<file path="config.mk">
export PLATFORM = sky130hd
export DESIGN_NAME = cla_word_sequencer_flat
export DESIGN_NICKNAME = d
export VERILOG_FILES = /design/src/rtl/cla_word_sequencer_if.sv /design/src/rtl/cla_word_sequencer.sv /design/src/flat_wrapper.sv
export SDC_FILE = /design/constraint.sdc
export NUM_CORES = 1
export LEC_CHECK = 0
export BUFFER_PORTS_ARGS = -buffer_cell sky130_fd_sc_hd__buf_2
export CAP_MARGIN = 30
export CORE_MARGIN = 2
export CORE_UTILIZATION = 45
export DETAILED_ROUTE_END_ITERATION = 6
export PLACE_DENSITY_LB_ADDON = 0.3
export SYNTH_ARGS = -nofsm -noshare
export SYNTH_HDL_FRONTEND = slang
export SYNTH_SLANG_ARGS = --single-unit
</file>
<file path="constraint.sdc">
create_clock -name clk -period 3.04 [get_ports clk]
set_clock_uncertainty 0.1 [all_clocks]
set_input_delay 0.912 -clock clk [delete_from_list [all_inputs] [get_ports clk]]
set_output_delay 0.912 -clock clk [all_outputs]
set_load 0.03 [all_outputs]
</file>
<file path="src/rtl/cla_word_sequencer_if.sv">
// Bundle between two requesters, the shared 16-bit CLA and the result consumer.
// slave: the sequencer side; master: requesters, adder and consumer side.
interface cla_word_sequencer_if #(
  parameter int WORD_W    = 16,
  parameter int MAX_WORDS = 4,
  parameter int NW_W      = 3
);
  localparam int OW = WORD_W * MAX_WORDS;

  logic            req0_valid;
  logic            req0_ready;
  logic [OW-1:0]   req0_a;
  logic [OW-1:0]   req0_b;
  logic            req0_cin;
  logic [NW_W-1:0] req0_nwords;

  logic            req1_valid;
  logic            req1_ready;
  logic [OW-1:0]   req1_a;
  logic [OW-1:0]   req1_b;
  logic            req1_cin;
  logic [NW_W-1:0] req1_nwords;

  logic [WORD_W-1:0] add_a;
  logic [WORD_W-1:0] add_b;
  logic              add_cin;
  logic [WORD_W-1:0] add_sum;
  logic              add_cout;

  logic          res_valid;
  logic          res_ready;
  logic [OW-1:0] res_sum;
  logic          res_cout;
  logic          res_id;

  modport slave (
    input  req0_valid, req0_a, req0_b, req0_cin, req0_nwords,
    output req0_ready,
    input  req1_valid, req1_a, req1_b, req1_cin, req1_nwords,
    output req1_ready,
    output add_a, add_b, add_cin,
    input  add_sum, add_cout,
    output res_valid, res_sum, res_cout, res_id,
    input  res_ready
  );

  modport master (
    output req0_valid, req0_a, req0_b, req0_cin, req0_nwords,
    input  req0_ready,
    output req1_valid, req1_a, req1_b, req1_cin, req1_nwords,
    input  req1_ready,
    input  add_a, add_b, add_cin,
    output add_sum, add_cout,
    input  res_valid, res_sum, res_cout, res_id,
    output res_ready
  );
endinterface

</file>
<file path="src/rtl/cla_word_sequencer.sv">
// Round-robin shares one WORD_W CLA between two requesters, one word per cycle.
// Ports: clk, rst (sync, active-high), bus (slave modport of the bundle).
module cla_word_sequencer #(
  parameter int WORD_W    = 16,
  parameter int MAX_WORDS = 4,
  parameter int NW_W      = 3
) (
  input  logic                clk,
  input  logic                rst,
  cla_word_sequencer_if.slave bus
);
  localparam int KW = (MAX_WORDS > 1) ? $clog2(MAX_WORDS) : 1;
  localparam logic [NW_W-1:0] NMAX = NW_W'(MAX_WORDS);

  typedef enum logic [1:0] {IDLE, RUN, DONE} state_t;

  state_t state;
  logic [MAX_WORDS-1:0][WORD_W-1:0] a_q;
  logic [MAX_WORDS-1:0][WORD_W-1:0] b_q;
  logic [MAX_WORDS-1:0][WORD_W-1:0] sum_q;
  logic            carry;
  logic            last_grant;
  logic            cout_q;
  logic            id_q;
  logic            valid_q;
  logic [NW_W-1:0] n_q;
  logic [NW_W-1:0] k;

  logic            gnt;
  logic            idle;
  logic            take;
  logic            run;
  logic [KW-1:0]   ki;
  logic [NW_W-1:0] nw_sel;
  logic [NW_W-1:0] n_clamp;

  assign ki   = k[KW-1:0];
  assign run  = (state == RUN);
  assign idle = (state == IDLE) && !rst;

  // On a tie, the requester not served last wins.
  assign gnt  = (bus.req0_valid && bus.req1_valid) ?
                ~last_grant : bus.req1_valid;
  assign take = idle && (bus.req0_valid || bus.req1_valid);

  assign bus.req0_ready = idle && bus.req0_valid && !gnt;
  assign bus.req1_ready = idle && bus.req1_valid && gnt;

  assign nw_sel  = gnt ? bus.req1_nwords : bus.req0_nwords;
  assign n_clamp = (nw_sel == '0 || nw_sel > NMAX) ? NMAX : nw_sel;

  assign bus.add_a   = run ? a_q[ki] : '0;
  assign bus.add_b   = run ? b_q[ki] : '0;
  assign bus.add_cin = run && carry;

  assign bus.res_valid = valid_q;
  assign bus.res_sum   = sum_q;
  assign bus.res_cout  = cout_q;
  assign bus.res_id    = id_q;

  always_ff @(posedge clk) begin
    if (rst) begin
      state      <= IDLE;
      a_q        <= '0;
      b_q        <= '0;
      sum_q      <= '0;
      carry      <= 1'b0;
      last_grant <= 1'b1;
      cout_q     <= 1'b0;
      id_q       <= 1'b0;
      valid_q    <= 1'b0;
      n_q        <= '0;
      k          <= '0;
    end else begin
      unique case (state)
        IDLE: begin
          if (take) begin
            a_q        <= gnt ? bus.req1_a : bus.req0_a;
            b_q        <= gnt ? bus.req1_b : bus.req0_b;
            carry      <= gnt ? bus.req1_cin : bus.req0_cin;
            n_q        <= n_clamp;
            last_grant <= gnt;
            id_q       <= gnt;
            sum_q      <= '0;
            cout_q     <= 1'b0;
            k          <= '0;
            state      <= RUN;
          end
        end
        RUN: begin
          sum_q[ki] <= bus.add_sum;
          carry     <= bus.add_cout;
          k         <= k + 1'b1;
          if (k == n_q - 1'b1) begin
            cout_q  <= bus.add_cout;
            valid_q <= 1'b1;
            state   <= DONE;
          end
        end
        DONE: begin
          if (bus.res_ready) begin
            valid_q <= 1'b0;
            state   <= IDLE;
          end
        end
        default: state <= IDLE;
      endcase
    end
  end
endmodule
</file>
<file path="src/flat_wrapper.sv">
// flat-port wrapper written by rule: the top's interface ports become plain ports
module cla_word_sequencer_flat 
#(
  parameter int WORD_W    = 16,
  parameter int MAX_WORDS = 4,
  parameter int NW_W      = 3
)
  (clk, rst, bus_req0_valid, bus_req0_a, bus_req0_b, bus_req0_cin, bus_req0_nwords, bus_req0_ready, bus_req1_valid, bus_req1_a, bus_req1_b, bus_req1_cin, bus_req1_nwords, bus_req1_ready, bus_add_a, bus_add_b, bus_add_cin, bus_add_sum, bus_add_cout, bus_res_valid, bus_res_sum, bus_res_cout, bus_res_id, bus_res_ready);
  cla_word_sequencer_if #(.WORD_W(WORD_W), .MAX_WORDS(MAX_WORDS), .NW_W(NW_W)) bus_i ();
  input  logic clk;
  input  logic rst;
  input wire logic [$bits(bus_i.req0_valid)-1:0] bus_req0_valid;
  input wire logic [$bits(bus_i.req0_a)-1:0] bus_req0_a;
  input wire logic [$bits(bus_i.req0_b)-1:0] bus_req0_b;
  input wire logic [$bits(bus_i.req0_cin)-1:0] bus_req0_cin;
  input wire logic [$bits(bus_i.req0_nwords)-1:0] bus_req0_nwords;
  output wire logic [$bits(bus_i.req0_ready)-1:0] bus_req0_ready;
  input wire logic [$bits(bus_i.req1_valid)-1:0] bus_req1_valid;
  input wire logic [$bits(bus_i.req1_a)-1:0] bus_req1_a;
  input wire logic [$bits(bus_i.req1_b)-1:0] bus_req1_b;
  input wire logic [$bits(bus_i.req1_cin)-1:0] bus_req1_cin;
  input wire logic [$bits(bus_i.req1_nwords)-1:0] bus_req1_nwords;
  output wire logic [$bits(bus_i.req1_ready)-1:0] bus_req1_ready;
  output wire logic [$bits(bus_i.add_a)-1:0] bus_add_a;
  output wire logic [$bits(bus_i.add_b)-1:0] bus_add_b;
  output wire logic [$bits(bus_i.add_cin)-1:0] bus_add_cin;
  input wire logic [$bits(bus_i.add_sum)-1:0] bus_add_sum;
  input wire logic [$bits(bus_i.add_cout)-1:0] bus_add_cout;
  output wire logic [$bits(bus_i.res_valid)-1:0] bus_res_valid;
  output wire logic [$bits(bus_i.res_sum)-1:0] bus_res_sum;
  output wire logic [$bits(bus_i.res_cout)-1:0] bus_res_cout;
  output wire logic [$bits(bus_i.res_id)-1:0] bus_res_id;
  input wire logic [$bits(bus_i.res_ready)-1:0] bus_res_ready;
  assign bus_i.req0_valid = bus_req0_valid;
  assign bus_i.req0_a = bus_req0_a;
  assign bus_i.req0_b = bus_req0_b;
  assign bus_i.req0_cin = bus_req0_cin;
  assign bus_i.req0_nwords = bus_req0_nwords;
  assign bus_req0_ready = bus_i.req0_ready;
  assign bus_i.req1_valid = bus_req1_valid;
  assign bus_i.req1_a = bus_req1_a;
  assign bus_i.req1_b = bus_req1_b;
  assign bus_i.req1_cin = bus_req1_cin;
  assign bus_i.req1_nwords = bus_req1_nwords;
  assign bus_req1_ready = bus_i.req1_ready;
  assign bus_add_a = bus_i.add_a;
  assign bus_add_b = bus_i.add_b;
  assign bus_add_cin = bus_i.add_cin;
  assign bus_i.add_sum = bus_add_sum;
  assign bus_i.add_cout = bus_add_cout;
  assign bus_res_valid = bus_i.res_valid;
  assign bus_res_sum = bus_i.res_sum;
  assign bus_res_cout = bus_i.res_cout;
  assign bus_res_id = bus_i.res_id;
  assign bus_i.res_ready = bus_res_ready;
  cla_word_sequencer #(.WORD_W(WORD_W), .MAX_WORDS(MAX_WORDS), .NW_W(NW_W)) u_core (.clk(clk), .rst(rst), .bus(bus_i));
endmodule
</file>
======== Word-level counts from Yosys, hierarchy flattened ========
Cells that the tools add are included.
storage, ports and cells
  flip-flop bits (word level) ............. 205
  bits in latches ......................... 0
  RAM bits ................................ 0
  memory bits (read-only) ................. 0
  output and inout port bits .............. 102
  memories ................................ 0
operators by class
  add/sub/neg operators ................... 2
  multiply operators ...................... 0
  div/mod/pow operators ................... 0
  $lt $le $gt $ge ......................... 3
  equal/unequal tests ..................... 6
  shifts and indexed selects .............. 0
  muxes and demuxes ....................... 31
  bitwise operators ....................... 1
  reductions and logical operators ........ 22
operators by type and width
  kind                 count
  $mux 64              3
  $pmux 64 s2          1
  $mux 16              5
  $bmux 16 s2          2
  $bwmux 64            1
  $demux 16 s2         1
  $logic_and 1x1->1    9
  $mux 3               3
  $reduce_and 3->1     3
  $mux 1               7
  $mux 2               3
  $pmux 1 s2           3
  $pmux 2 s3           1
  $pmux 3 s2           1
  $ne 2x2->1 const B   2
  $reduce_and 2->1     2
  $reduce_bool 2->1    2
  $add 3x1->3 const B  1
  $eq 3x3->1           1
  $gt 3x3->1 const B   1
  $logic_not 3->1      1
  $lt 2x3->1 const B   1
  $sub 3x1->3 const B  1
  $eq 2x1->1 const B   1
  other kinds (7)      9

======== Depth between registers and ports, before layout ========
  depth in word-level cells ............... 6
  depth in mapped cells ................... 9
  mapped depth without buffers ............ 6

======== Worst setup path before layout ========
No wires, ideal clock.
  path kind ............................... input to output
  from .................................... in bus_req1_valid
  to ...................................... out bus_req0_ready
  data arrival time ....................... 1.933 ns
  data required time ...................... 2.028 ns
  slack ................................... 0.095 ns
  cell stages on the path ................. 5
  path buffers ............................ 3
  cell sequence ........................... a21boi_1 buf_4 buf_6 buf_2 nor2_1
between the ends
  word-level cells in the longest chain between the ends .. 4
RTL lines
  item                 RTL line                  RTL
  from (decl)          flat_wrapper.sv:18        input wire logic [$bits(bus_i.req1_valid)-1:0] bus_req1_valid;
  $logic_and 1x1->1    cla_word_sequencer.sv:42  assign gnt = (bus.req0_valid && bus.req1_valid) ?
  $mux 1 *             cla_word_sequencer.sv:42
  $logic_not 1->1 *    cla_word_sequencer.sv:46  assign bus.req0_ready = idle && bus.req0_valid && !gnt;
  $logic_and 1x1->1 *  cla_word_sequencer.sv:46
  to (decl)            flat_wrapper.sv:17        output wire logic [$bits(bus_i.req0_ready)-1:0] bus_req0_ready;
Every way passes the cells marked *; elsewhere a longest branch is shown, timed or not.

======== Final worst setup path ========
  from .................................... reg u_core.k[0]
  to ...................................... out bus_add_b[8]
between the ends
  word-level cells in the longest chain between the ends .. 3
RTL lines
  item                           RTL line                  RTL
  from (decl)                    cla_word_sequencer.sv:27  logic [NW_W-1:0] k;
  from (signal assigned)         cla_word_sequencer.sv:93  k <= k + 1'b1;
  $bmux 16 s2                    cla_word_sequencer.sv:53  assign bus.add_b = run ? b_q[ki] : '0;
  $mux 16 (implied by the code)  cla_word_sequencer.sv:53
  $mux 16                        cla_word_sequencer.sv:53
  to (decl)                      flat_wrapper.sv:25        output wire logic [$bits(bus_i.add_b)-1:0] bus_add_b;
Every way passes these cells. The select of a mux whose other input is x is not followed.

==> summary by stage <==
Status
The run finished with clean final reports.

Clock network
The tree is rooted in a sky130_fd_sc_hd__clkbuf_16. TritonCTS built the clock tree. Clock tree synthesis inserted a total of 23 buffers.

The total number of H-tree levels is 1. The maximum number of buffers from clock root to sink is 3. The clock latency reported for the late side of the worst-skew pair is 0.50 ns. The clock transition at the registers of the reported paths is about 0.060 ns. Counting every sink on the clock net gives 205. In this run, post-CTS hold repair placed 0 buffers.

Die
The height of the die is roughly 150 µm. The die extent in x is approximately 150 µm. The I/O pin count is 388. The floorplan has 54 rows. The core footprint is roughly 22000 µm². The effective utilization at floorplan is approximately 46%.

The die outline area is 23600 µm².

Setup path
The termination of the worst setup path is bus_add_b[8]. The data arrival time of the critical path is 1.99 ns. The worst register-to-register path begins at u_core.state[1]$_SDFFE_PP0P_. The setup path with the least slack is of type flip-flop to output port. In this run the worst path has a maximum fanout of 25. The slack of the worst reg-to-reg path is between 0.9 and 1 ns.

For the worst flop-to-flop path, the logic depth is 7. STA classifies the critical path startpoint as a flip-flop. Data on the critical path is required at its endpoint by 2.03 ns.

The worst setup path is captured at an output port. In this run the critical register-to-register path is captured at u_core.a_q[13]$_SDFFE_PP0P_. The startpoint of the worst setup timing path is u_core.k[0]$_SDFFE_PP0P_.

Layout
The antenna diode count is 0. Cells with a size suffix above 1 make up a little over two fifths of the layout. The finished cells cover 13000 µm². The sequential cells in the finished layout cover a total of 4110 µm².

Fill cells in the final layout number roughly 1900. The area growth from synthesis to layout is 28.9%. The area taken by multi-input logic gates is 5470 µm². The number of nets in the layout is 1652.

Global routing
The initial antenna violation count is 1. In the global route stage, met2 resource usage came out at 39.4%. Global routing consumed, over all layers together, 22.7% of the routing resources. Global routing used 29.1% of the available met1 tracks. The via count of the first global-routing pass came to 8556. The first global-routing pass estimated 44000 µm of wire. The total overflow left after global routing is 0.

For this run, global-route usage on met3 was measured as 4.37%. The pin count of the biggest net entering global routing is 155. The layer flagged by global routing as most heavily used is met2.

Route
The detailed-router iteration count before antenna repair is 4. The post-route DRC violation count is 0. After detailed routing, the average wire length per cell comes to 16.9 µm. The routed design has approximately 28000 µm of wire.

The detail route stage leaves a number of antenna-violating nets equal to 0. The routed layout has 8715 vias. The initial detailed-routing violation count is ~400. Dividing the detail-routed via count by the number of cells gives 5.27.

Synthesis
The dominant register cell in the synthesized netlist is sky130_fd_sc_hd__dfxtp_1. Summing the sequential cell areas from Yosys gives 40.8% of the chip area. The cell type contributing the most total cell area after synthesis is sky130_fd_sc_hd__dfxtp_1. The number of nets produced by synthesis is 1316. The total of warnings raised by yosys is 0. The number of flip-flops and latches in the synthesized netlist is roughly 210.

The synthesized design contains 0 enable-type register cells. After synthesis, the cell types taking the most area are sky130_fd_sc_hd__dfxtp_1, sky130_fd_sc_hd__mux2i_1, sky130_fd_sc_hd__a211oi_2, sky130_fd_sc_hd__mux4_2, sky130_fd_sc_hd__nor2_1. Summed over its instances, the top area cell type makes up 40.8% of the synthesized netlist area. Averaged over all synthesized cells, the footprint is about 10 µm².

The area of the mapped netlist is 10100 µm². The fraction of synthesis flops using an asynchronous set or reset pin is 0%. The number of library cell types mapped by synthesis is 33.

Counting every instance in the synthesized netlist gives 1024.

Pwr
The reported leakage power is 5.42 nW. The largest vdd supply drop is 0.406 mV. For this design the ratio of total power to cell area is ~580 nW/µm².

Run
Max-cap violations in this run came to 0.

Timing
The count of final hold-check violations is 0. Static timing analysis puts the maximum clock frequency at 333 MHz. Hold is met by 0.360 ns. In the finished design, the share of the clock period the worst path needs comes to 98.7%. Setup violations remaining at the end of the flow were counted as 0. The minimum setup slack in the final design is 0.0406 ns. At the pin with the least slew margin, the transition time is just under 0.9 ns. Setup total negative slack on the finished layout was measured at 0 ns. In this run the tightest slew margin relative to its limit is 41.5%. The final max-slew violation count is 0.

Setup repair after global routing could not meet its margin everywhere. The final critical delay including setup and external delays is 3.00 ns.

Place
The worst slack at placement is between 0.2 and 0.3 ns. At the end of routability-driven placement, the weighted congestion stood at 0.858. The detailed placer's ending HPWL is 20000 µm. Once placement finished, the instance area stood at 12100 µm².

In this run the tool buffered the top-level ports with roughly 390 buffer cells.

Hold path
The classification of the worst-slack hold path is flip-flop to flip-flop.
flip-flops by register name, indices dropped and copies added (netlist names), 2 cells and up:
| register | cells |
|---|---|
| u_core.k | 3 |
| u_core.a_q | 64 |
| u_core.n_q | 3 |
| u_core.b_q | 64 |
| u_core.state | 2 |
| u_core.bus.res_sum | 64 |
cells in the mapped netlist (3+ instances only):
cell	number
sky130_fd_sc_hd__buf_4	24
sky130_fd_sc_hd__buf_2	39
sky130_fd_sc_hd__a211oi_2	80
sky130_fd_sc_hd__clkbuf_4	3
sky130_fd_sc_hd__ha_1	6
sky130_fd_sc_hd__nor2_1	138
sky130_fd_sc_hd__and2_1	38
sky130_fd_sc_hd__mux2i_1	131
sky130_fd_sc_hd__dfxtp_1	205
sky130_fd_sc_hd__clkbuf_1	32
sky130_fd_sc_hd__mux4_2	32
sky130_fd_sc_hd__a211oi_1	49
sky130_fd_sc_hd__nand3_1	68
sky130_fd_sc_hd__a21oi_1	71
sky130_fd_sc_hd__nand2_1	76
sky130_fd_sc_hd__inv_1	6
through the flow:
stage	instances	util (%)	power, mW
2_1_floorplan	1024	-	4.25
3_3_place_gp	1615	55.5	4.73
3_5_place_dp	1615	55.5	4.77
4_1_cts	1654	59.1	7.52
5_1_grt	1654	59.2	7.80
6_report	1654	59.2	7.47
power breakdown:
part | internal (mW) | switching (mW)
Sequential | 2.91 | 0.123
Combinational | 0.736 | 0.963
Clock | 1.65 | 1.08
Total | 5.30 | 2.16
metal layers:
| metal | share of wire [%] | up-vias |
|---|---|---|
| met5 | 0.039 | - |
| met4 | 2.3 | 2 |
| met3 | 6.7 | 49 |
| met2 | 49 | 282 |
| met1 | 42 | 4038 |
| li1 | - | 4344 |
logic make-up (layout without fill, tap and decap cells):
logic type | Yosys count | after routing | share of synthesized area [%]
adders and majority gates | 6 | 6 | 0.746
buffers and inverters | 106 | 456 | 5.52
and+or+nand+nor | 329 | 329 | 14.4
xor gates and xnor gates | 3 | 3 | 0.410
DFF | 205 | 205 | 40.8
muxes | 164 | 164 | 20.3
AOI/OAI and AO/OA | 211 | 211 | 17.9
layout by cell type (no fill, tap or decap), drive strengths merged, types with 34 or more instances in the layout:
cell type  count
a211oi       129
dfxtp        205
nand3         68
and2          38
nor2         138
clkbuf        34
a21oi         71
mux2i        131
nand2         76
buf          410
worst max-delay path: stages, from the launching register on:
cell,delay (ns)
sky130_fd_sc_hd__dfxtp_2,0.36
sky130_fd_sc_hd__buf_12,0.23
sky130_fd_sc_hd__mux4_2,0.53
sky130_fd_sc_hd__and2_1,0.17
sky130_fd_sc_hd__buf_2,0.17
cell type report:
class,instances,area share (%)
multi-input cells,713,42.1
flip-flops and latches,205,31.7
repair buffers,411,17.6
clock buffers,33,5.04
well taps,280,2.70
clock inverters,6,0.666
inverters,6,0.174
worst min-delay path by stage:
| stage | startpoint | to | cells after the start |
|---|---|---|---|
| after detailed placement | u_core.n_q[1]$_SDFFE_PP0P_ | u_core.n_q[1]$_SDFFE_PP0P_ | 2 |
| after global routing | u_core.bus.res_sum[32]$_SDFFE_PP0P_ | u_core.bus.res_sum[32]$_SDFFE_PP0P_ | 2 |
| after floorplan | u_core.n_q[1]$_SDFFE_PP0P_ | u_core.n_q[1]$_SDFFE_PP0P_ | 2 |
| after global placement | u_core.bus.res_sum[40]$_SDFFE_PP0P_ | u_core.bus.res_sum[40]$_SDFFE_PP0P_ | 2 |
| final | u_core.bus.res_sum[22]$_SDFFE_PP0P_ | u_core.bus.res_sum[22]$_SDFFE_PP0P_ | 2 |
| after CTS | u_core.n_q[1]$_SDFFE_PP0P_ | u_core.n_q[1]$_SDFFE_PP0P_ | 2 |
timing repair:
action / in CTS / in global routing
setup buffers: 0 / 0
resized for setup: 17 / 11
setup endpoints to repair: 10 / 32
endpoints found under the hold margin: 0 / 0
(Power assumes the default switching activity.)
